File: src/rtl/lock_pkg.sv
// lock_pkg: FSM state encoding and digit width shared by the code lock files
package lock_pkg;
    localparam int DIGIT_W = 4;
    typedef enum logic {ENTER = 1'b0, LOCKOUT = 1'b1} state_t;
endpackage

File: src/rtl/equality4bit.sv
// equality4bit: combinational equality of two digits
// Ports: a, b - digits under comparison; eq - high when a == b
module equality4bit
    import lock_pkg::*;
(
    input  logic [DIGIT_W-1:0] a,
    input  logic [DIGIT_W-1:0] b,
    output logic               eq
);
    assign eq = (a == b);
endmodule

File: src/rtl/code_lock_fsm.sv
// code_lock_fsm: sequential digit-entry lock with programmable code and lockout after repeated failures
// Ports: clk, rst_n (async active-low); din/din_valid digit stream; prog writes din into the code;
//        clear aborts a partial entry; unlock/fail one-cycle result pulses; locked lockout level;
//        idx index of the next digit expected
module code_lock_fsm
    import lock_pkg::*;
#(
    parameter int                       DIGITS      = 4,
    parameter logic [DIGIT_W*DIGITS-1:0] RESET_CODE = 16'h1234,
    parameter int                       MAX_FAIL    = 3,
    parameter int                       LOCK_CYCLES = 8
) (
    input  logic                       clk,
    input  logic                       rst_n,
    input  logic [DIGIT_W-1:0]         din,
    input  logic                       din_valid,
    input  logic                       prog,
    input  logic                       clear,
    output logic                       unlock,
    output logic                       fail,
    output logic                       locked,
    output logic [$clog2(DIGITS)-1:0]  idx
);
    localparam int IW = $clog2(DIGITS);
    localparam int FW = $clog2(MAX_FAIL + 1);
    localparam int TW = $clog2(LOCK_CYCLES + 1);
    localparam logic [IW-1:0] LAST      = IW'(DIGITS - 1);
    localparam logic [FW-1:0] FAIL_MAX  = FW'(MAX_FAIL);
    localparam logic [TW-1:0] TIMER_TOP = TW'(LOCK_CYCLES - 1);

    state_t               r_state, w_state_nxt;
    logic [IW-1:0]        r_idx, w_idx_nxt;
    logic [IW-1:0]        r_pptr, w_pptr_nxt;
    logic                 r_mis, w_mis_nxt;
    logic [FW-1:0]        r_fcnt, w_fcnt_nxt;
    logic [TW-1:0]        r_timer, w_timer_nxt;
    logic [DIGIT_W-1:0]   r_code [DIGITS];
    logic [DIGIT_W-1:0]   w_code_nxt [DIGITS];
    logic                 r_unlock, w_unlock_nxt;
    logic                 r_fail, w_fail_nxt;
    logic                 w_eq;

    equality4bit u_eq (
        .a  (din),
        .b  (r_code[r_idx]),
        .eq (w_eq)
    );

    always_comb begin
        w_state_nxt  = r_state;
        w_idx_nxt    = r_idx;
        w_pptr_nxt   = r_pptr;
        w_mis_nxt    = r_mis;
        w_fcnt_nxt   = r_fcnt;
        w_timer_nxt  = r_timer;
        w_code_nxt   = r_code;
        w_unlock_nxt = 1'b0;
        w_fail_nxt   = 1'b0;
        if (r_state == LOCKOUT) begin
            if (r_timer == '0) begin
                w_state_nxt = ENTER;
                w_fcnt_nxt  = '0;
                w_idx_nxt   = '0;
                w_mis_nxt   = 1'b0;
            end else begin
                w_timer_nxt = r_timer - 1'b1;
            end
        end else if (clear) begin
            w_idx_nxt = '0;
            w_mis_nxt = 1'b0;
        end else if (din_valid && prog) begin
            w_code_nxt[r_pptr] = din;
            w_pptr_nxt         = (r_pptr == LAST) ? '0 : r_pptr + 1'b1;
            w_idx_nxt          = '0;
            w_mis_nxt          = 1'b0;
        end else if (din_valid) begin
            if (r_idx == LAST) begin
                w_idx_nxt = '0;
                w_mis_nxt = 1'b0;
                if (!r_mis && w_eq) begin
                    w_unlock_nxt = 1'b1;
                    w_fcnt_nxt   = '0;
                end else begin
                    // Lockout is entered on the same edge that registers the fail pulse,
                    // so locked and fail rise together.
                    w_fail_nxt = 1'b1;
                    w_fcnt_nxt = r_fcnt + 1'b1;
                    if (r_fcnt + 1'b1 == FAIL_MAX) begin
                        w_state_nxt = LOCKOUT;
                        w_timer_nxt = TIMER_TOP;
                    end
                end
            end else begin
                w_idx_nxt = r_idx + 1'b1;
                w_mis_nxt = r_mis | !w_eq;
            end
        end
    end

    always_ff @(posedge clk or negedge rst_n) begin
        if (!rst_n) begin
            r_state  <= ENTER;
            r_idx    <= '0;
            r_pptr   <= '0;
            r_mis    <= 1'b0;
            r_fcnt   <= '0;
            r_timer  <= '0;
            r_unlock <= 1'b0;
            r_fail   <= 1'b0;
            for (int i = 0; i < DIGITS; i++) r_code[i] <= RESET_CODE[i*DIGIT_W +: DIGIT_W];
        end else begin
            r_state  <= w_state_nxt;
            r_idx    <= w_idx_nxt;
            r_pptr   <= w_pptr_nxt;
            r_mis    <= w_mis_nxt;
            r_fcnt   <= w_fcnt_nxt;
            r_timer  <= w_timer_nxt;
            r_unlock <= w_unlock_nxt;
            r_fail   <= w_fail_nxt;
            r_code   <= w_code_nxt;
        end
    end

    assign unlock = r_unlock;
    assign fail   = r_fail;
    assign locked = (r_state == LOCKOUT);
    assign idx    = r_idx;
endmodule

File: config.mk
export PLATFORM = sky130hd
export DESIGN_NAME = code_lock_fsm
export DESIGN_NICKNAME = d
export VERILOG_FILES = /design/src/rtl/lock_pkg.sv /design/src/rtl/equality4bit.sv /design/src/rtl/code_lock_fsm.sv
export SDC_FILE = /design/constraint.sdc
export NUM_CORES = 1
export LEC_CHECK = 0
export BUFFER_PORTS_ARGS = -buffer_cell sky130_fd_sc_hd__buf_4
export CAP_MARGIN = 20
export CORE_MARGIN = 4
export CORE_UTILIZATION = 44
export DETAILED_ROUTE_END_ITERATION = 8
export SLEW_MARGIN = 20
export SYNTH_ARGS = -nofsm -noshare
export SYNTH_HDL_FRONTEND = slang
export SYNTH_SLANG_ARGS = --single-unit
File: constraint.sdc
create_clock -name clk -period 5.4 [get_ports clk]
set_input_delay 1.08 -clock clk [delete_from_list [all_inputs] [get_ports clk]]
set_output_delay 1.08 -clock clk [all_outputs]
set_load 0.005 [all_outputs]
# Yosys cells after proc, flatten, opt, wreduce, memory -nomap -nowiden
# Cells that the tools add are included.
op_classes:
  add_sub_neg: 4
  n_lt_le_gt_ge: 3
  n_eq_ne: 9
  mux: 53
  n_bitwise: 5
  reduce_logical: 14
op_table:
  columns: ["op", "n"]
  rows:
  - ["$mux 4", 11]
  - ["$mux 1", 26]
  - ["$mux 2", 13]
  - ["$bwmux 16", 1]
  - ["$bmux 4 s2", 1]
  - ["$demux 4 s2", 1]
  - ["$reduce_and 7->1", 1]
  - ["$add 2x1->2 const B", 3]
  - ["$eq 2x2->1 const B", 3]
  - ["$ge 3x3->1 const B", 2]
  - ["$ne 2x2->1 const B", 3]
  - ["$not 2->3", 2]
  - ["$reduce_bool 2->1", 3]
  - ["$reduce_and 5->1", 1]
  - ["$eq 4x4->1", 1]
  - ["$logic_not 4->1", 1]
  - ["$ne 2x1->1 const B", 2]
  - ["$reduce_bool 4->1", 1]
  - ["$sub 4x1->4 const B", 1]
  - ["$logic_and 1x1->1", 3]
  - ["$lt 3x1->1 const B", 1]
  - ["$reduce_and 3->1", 1]
  - ["$logic_not 1->1", 2]
  - ["$not 1->1", 2]
  - ["other kinds (2)", 2]
totals:
  regBits: 30
  inputBits: 9
  out_inout_bits: 5
  word_cells: 100

# Logic depth before layout (Yosys ltp)
depth:
  ltp_word: 12
  ltp_mapped: 6

# By module
# From an unflattened synthesis, not the netlist that was laid out.
hier_totals:
  hier_cells: 118
  area_unflattened_um2: 1508.9
modules_own_cells:
  columns: ["mod", "instances", "cells_per_inst", "area_each_um2"]
  rows:
  - ["code_lock_fsm", 1, 113, 1461.4]
  - ["equality4bit", 1, 5, 47.5]

# Worst setup path after synthesis
# Ideal clock, no wire load.
synth_timing:
  kind: "input-to-reg"
  start: "input port din[0]"
  end: "register r_state, in the netlist locked"
  setup_time_ns: 0.146
  arrival_ns: 2.051
  slack_ns: 3.204
  stages: 4
  path_buffers: 0
  cell_sequence: "nor3b_1 -> mux2i_1 -> a2111oi_4 -> o21ai_0"
synth_between:
  elab_chain_len: 8
synth_lines:
  columns: ["element", "line_no", "text"]
  rows:
  - ["start, declared", "code_lock_fsm.sv:15", "input logic [DIGIT_W-1:0] din,"]
  - ["$eq 4x4->1", "equality4bit.sv:10", "assign eq = (a == b);"]
  - ["$logic_and 1x1->1", "code_lock_fsm.sv:80", "if (!r_mis && w_eq) begin"]
  - ["$mux 1", "code_lock_fsm.sv:80", null]
  - ["$mux 1", "code_lock_fsm.sv:77", "if (r_idx == LAST) begin"]
  - ["$mux 1", "code_lock_fsm.sv:76", "end else if (din_valid) begin"]
  - ["$mux 1", "code_lock_fsm.sv:71", "end else if (din_valid && prog) begin"]
  - ["$mux 1", "code_lock_fsm.sv:68", "end else if (clear) begin"]
  - ["$mux 1", "code_lock_fsm.sv:59", "if (r_state == LOCKOUT) begin"]
  - ["net w_state_nxt", "code_lock_fsm.sv:31", "state_t r_state, w_state_nxt;"]
  - ["end signal, assigned", "code_lock_fsm.sv:112", "r_state <= w_state_nxt;"]
  - ["end, declared", "code_lock_fsm.sv:31", null]
# The timed path passes the listed nets, and every way through them passes these cells.
# A chain may end at the register's enable or synchronous reset.

# Worst setup path after layout
layout_timing:
  start: "input port clear"
  end: "register r_code[10] (netlist name)"
layout_between:
  elab_chain_len: 2
layout_lines:
  columns: ["element", "line_no", "text"]
  rows:
  - ["start, declared", "code_lock_fsm.sv:18", "input logic clear,"]
  - ["$not 1->1 (no line)", null, null]
  - ["$reduce_and 3->1 (no line)", null, null]
  - ["end signal, assigned", "code_lock_fsm.sv:120", "r_code <= w_code_nxt;"]
  - ["end, declared", "code_lock_fsm.sv:37", "logic [DIGIT_W-1:0] r_code [DIGITS];"]
# Every way passes these cells.

==> results.cfg <==
[min_path]
hp-start = r_fcnt[0]$_DFFE_PN0P_
worstHoldPathType = flip-flop to flip-flop

[layout]
syn_to_final_growth_pct = 12.9
instances_no_fill = 183
drive_gt1_frac = 0.343
diodes = 0
final_nets = 153
final_cell_mix = dfrtp_1 (25), mux2_2 (16), buf_4 (13)
layout_commonest_cell = dfrtp_1

[timing]
holdWs_ns = 0.502
relSlewSlack = 0.319
final.setup.worst_slack_ns = 2.82
clock.fmax_ghz = 0.388
max_slew.worst_pin.slew_ns = 1.01
finalSetupTns_ns = 0
finalHoldViolCount = 0
rsz0062_at_grt = no
fin_crit_ns = 2.58
min_period_over_period = 0.478
setup_violations = 0
final.setup_skew_ns = 0.00945
drv_slew = 0

[route]
antenna_left = 0
drtPass1Iterations = 4
drt_iter0_markers = 72
avgRoutedWirePerCell_um = 15.0
post-route-drc-count = 0
num_vias = 950
viasPerCell = 5.19
drt-total-wl_um = 2740

[setup_path]
end_kind = flip-flop
r2r_cells = 4
worstSetupStartpointType = input pin
required_ns = 5.61
r2r_end = r_timer[2]$_DFFE_PN0P_
crit_type = input pin to flip-flop
regToRegStartpoint = idx[0]$_DFFE_PN0P_
crit_end = r_code[10]$_DFFE_PN0P_
rrSetupSlack_ns = 3.01
cp-startpoint = clear
cp_max_fo = 8
cp.arrival_ns = 2.80

[power_and_ir_drop]
switchingPower_mw = 0.180
pwr-share-clk = 0.219
comb_power_share = 0.252
leakage_nw = 0.777
ir_drop_mv = 0.180
p_per_area_nw_per_um2 = 370
total_power_mw = 0.637
power.switching_fraction = 0.283
seqPwrFrac = 0.529
p_int_mw = 0.456

[logic_synthesis]
netlist_area_sq_um = 1520
yosysWarnings = 0
ys_seq_area_frac = 0.497
syn_avg_cell_area_sq_um = 12.8
syn_inst = 119
ys_ff_latch = 30
ys_types = 32
syn_nets = 136

[cts]
cts_tree = done
cts_buffer_depth = 2
ctsHtreeMaxLevel = 2
cts_resized = 0
worstSkewPairLatency_ns = 0.33
clockRootBuffer = clkbuf_4
post_cts_buffers = 0
postCtsHoldBufs = 0
clkTransAtPathRegs_ns = 0.10
clock_sinks = 30
cts_buffers = 5

[die]
initial_core_util = 0.456
die_w_um = 66.8
die_h_um = 66.8
die-area_sq_um = 4470
core_sq_um = 3340
core.rowCount = 21
pin_count = 14

[placed_design]
place_ws_ns = 2.50
portBuffers = 13
dp_cells = 175
hpwl_um = 2010
gp_congestion = 0.866

[global_routing]
grt_pass1_vias = 949
antenna_found_initial = 0
grt_overflow_total = 0
grt_usage = 0.147
grt_first_pass_wirelength_um = 4730
grt_max_degree = 31

[flow_run]
timing.max_cap.violations = 0

[outcome]
outcome = completed
==> cells in the mapped netlist (all sizes together) <==
cell / count / share of area
mux2i: 5 / 0.033
o41ai: 1 / 0.0058
a21o: 1 / 0.0058
clkbuf: 2 / 0.0049
o21ai: 4 / 0.013
nor4b: 1 / 0.0058
buf: 1 / 0.0074
and3b: 1 / 0.0066
dfrtp: 25 / 0.41
o2bb2ai: 1 / 0.0058
mux2: 16 / 0.12
and3: 1 / 0.0041
nand2: 8 / 0.020
nor4bb: 1 / 0.0066
nor2: 4 / 0.0099
dfstp: 5 / 0.086
o21bai: 1 / 0.0049
xnor2: 2 / 0.012
o21a: 1 / 0.0049
a2111oi: 1 / 0.018
mux4: 3 / 0.047
or3b: 1 / 0.0058
o31ai: 3 / 0.015
xor2: 4 / 0.023
a22o: 1 / 0.0058
nor3b: 2 / 0.0099
nor3: 2 / 0.0066
inv: 6 / 0.015
nand3: 6 / 0.020
ha: 8 / 0.066
nand2b: 1 / 0.0041
==> cell families (layout without fill, tap and decap cells) <==
logic type,Yosys count,count (layout),synth area share
flops,30,30,0.497
simple gates,28,28,0.0986
mux,24,24,0.198
compound gates,14,14,0.0789
buf+inv,9,27,0.0271
fa+ha+maj,8,8,0.0657
xor+xnor,6,6,0.0345
==> area by class of cell <==
type,count,area [sq um]
tap,46,57.6
timing repair buffer,13,97.6
clock buffer,7,55.1
inverter,6,22.5
sequential,30,757
fill,313,1620
multi-input combinational,80,724
clock inverter,1,5.00
==> through the flow <==
stage	util	cell area, sq um
floorplan	-	1520
global placement	0.497	1660
detailed placement	0.497	1660
CTS	0.515	1720
global route	0.515	1720
finish	0.515	1720
==> state kept, by name, summed over array words and instances, names as in the netlist <==
| register | cells |
|---|---|
| r_code | 16 |
| r_fcnt | 2 |
| unlock | 1 |
| r_timer | 4 |
| locked | 1 |
| r_pptr | 2 |
| idx | 2 |
| fail | 1 |
| r_mis | 1 |
==> power groups by stage <==
stage / Combinational [mW] / Sequential, mW / Clock, mW
floorplan: 0.133 / 0.328 / 0
global placement: 0.156 / 0.339 / 0
detailed placement: 0.163 / 0.342 / 0
CTS: 0.164 / 0.337 / 0.146
global route: 0.179 / 0.346 / 0.158
finish: 0.160 / 0.337 / 0.140
==> layer usage <==
layer | wire (um) | share of wire | GRT usage | vias to the layer above
li1 | - | - | - | 463
met5 | 0 | 0 | 0 | -
met3 | 150 | 0.055 | 0.0556 | 6
met2 | 1250 | 0.45 | 0.215 | 20
met1 | 1300 | 0.47 | 0.195 | 461
met4 | 44 | 0.016 | 0.0584 | 0
==> how the worst min path moves through the flow <==
stage / end / slack (ns) / cells after the start
2_1_floorplan: r_fcnt[0]$_DFFE_PN0P_ / 0.46 / 1
3_3_place_gp: r_fcnt[0]$_DFFE_PN0P_ / 0.48 / 1
3_5_place_dp: r_code[11]$_DFFE_PN0P_ / 0.49 / 1
4_1_cts: r_fcnt[0]$_DFFE_PN0P_ / 0.50 / 1
5_1_grt: r_code[11]$_DFFE_PN0P_ / 0.52 / 1
6_report: r_fcnt[0]$_DFFE_PN0P_ / 0.50 / 1
==> critical path, cell delays in order <==
cell,delay [ns]
buf_4,0.12
nor4bb_1,0.85
nand2_1,0.39
mux2_2,0.36
(Power assumes the default switching activity.)
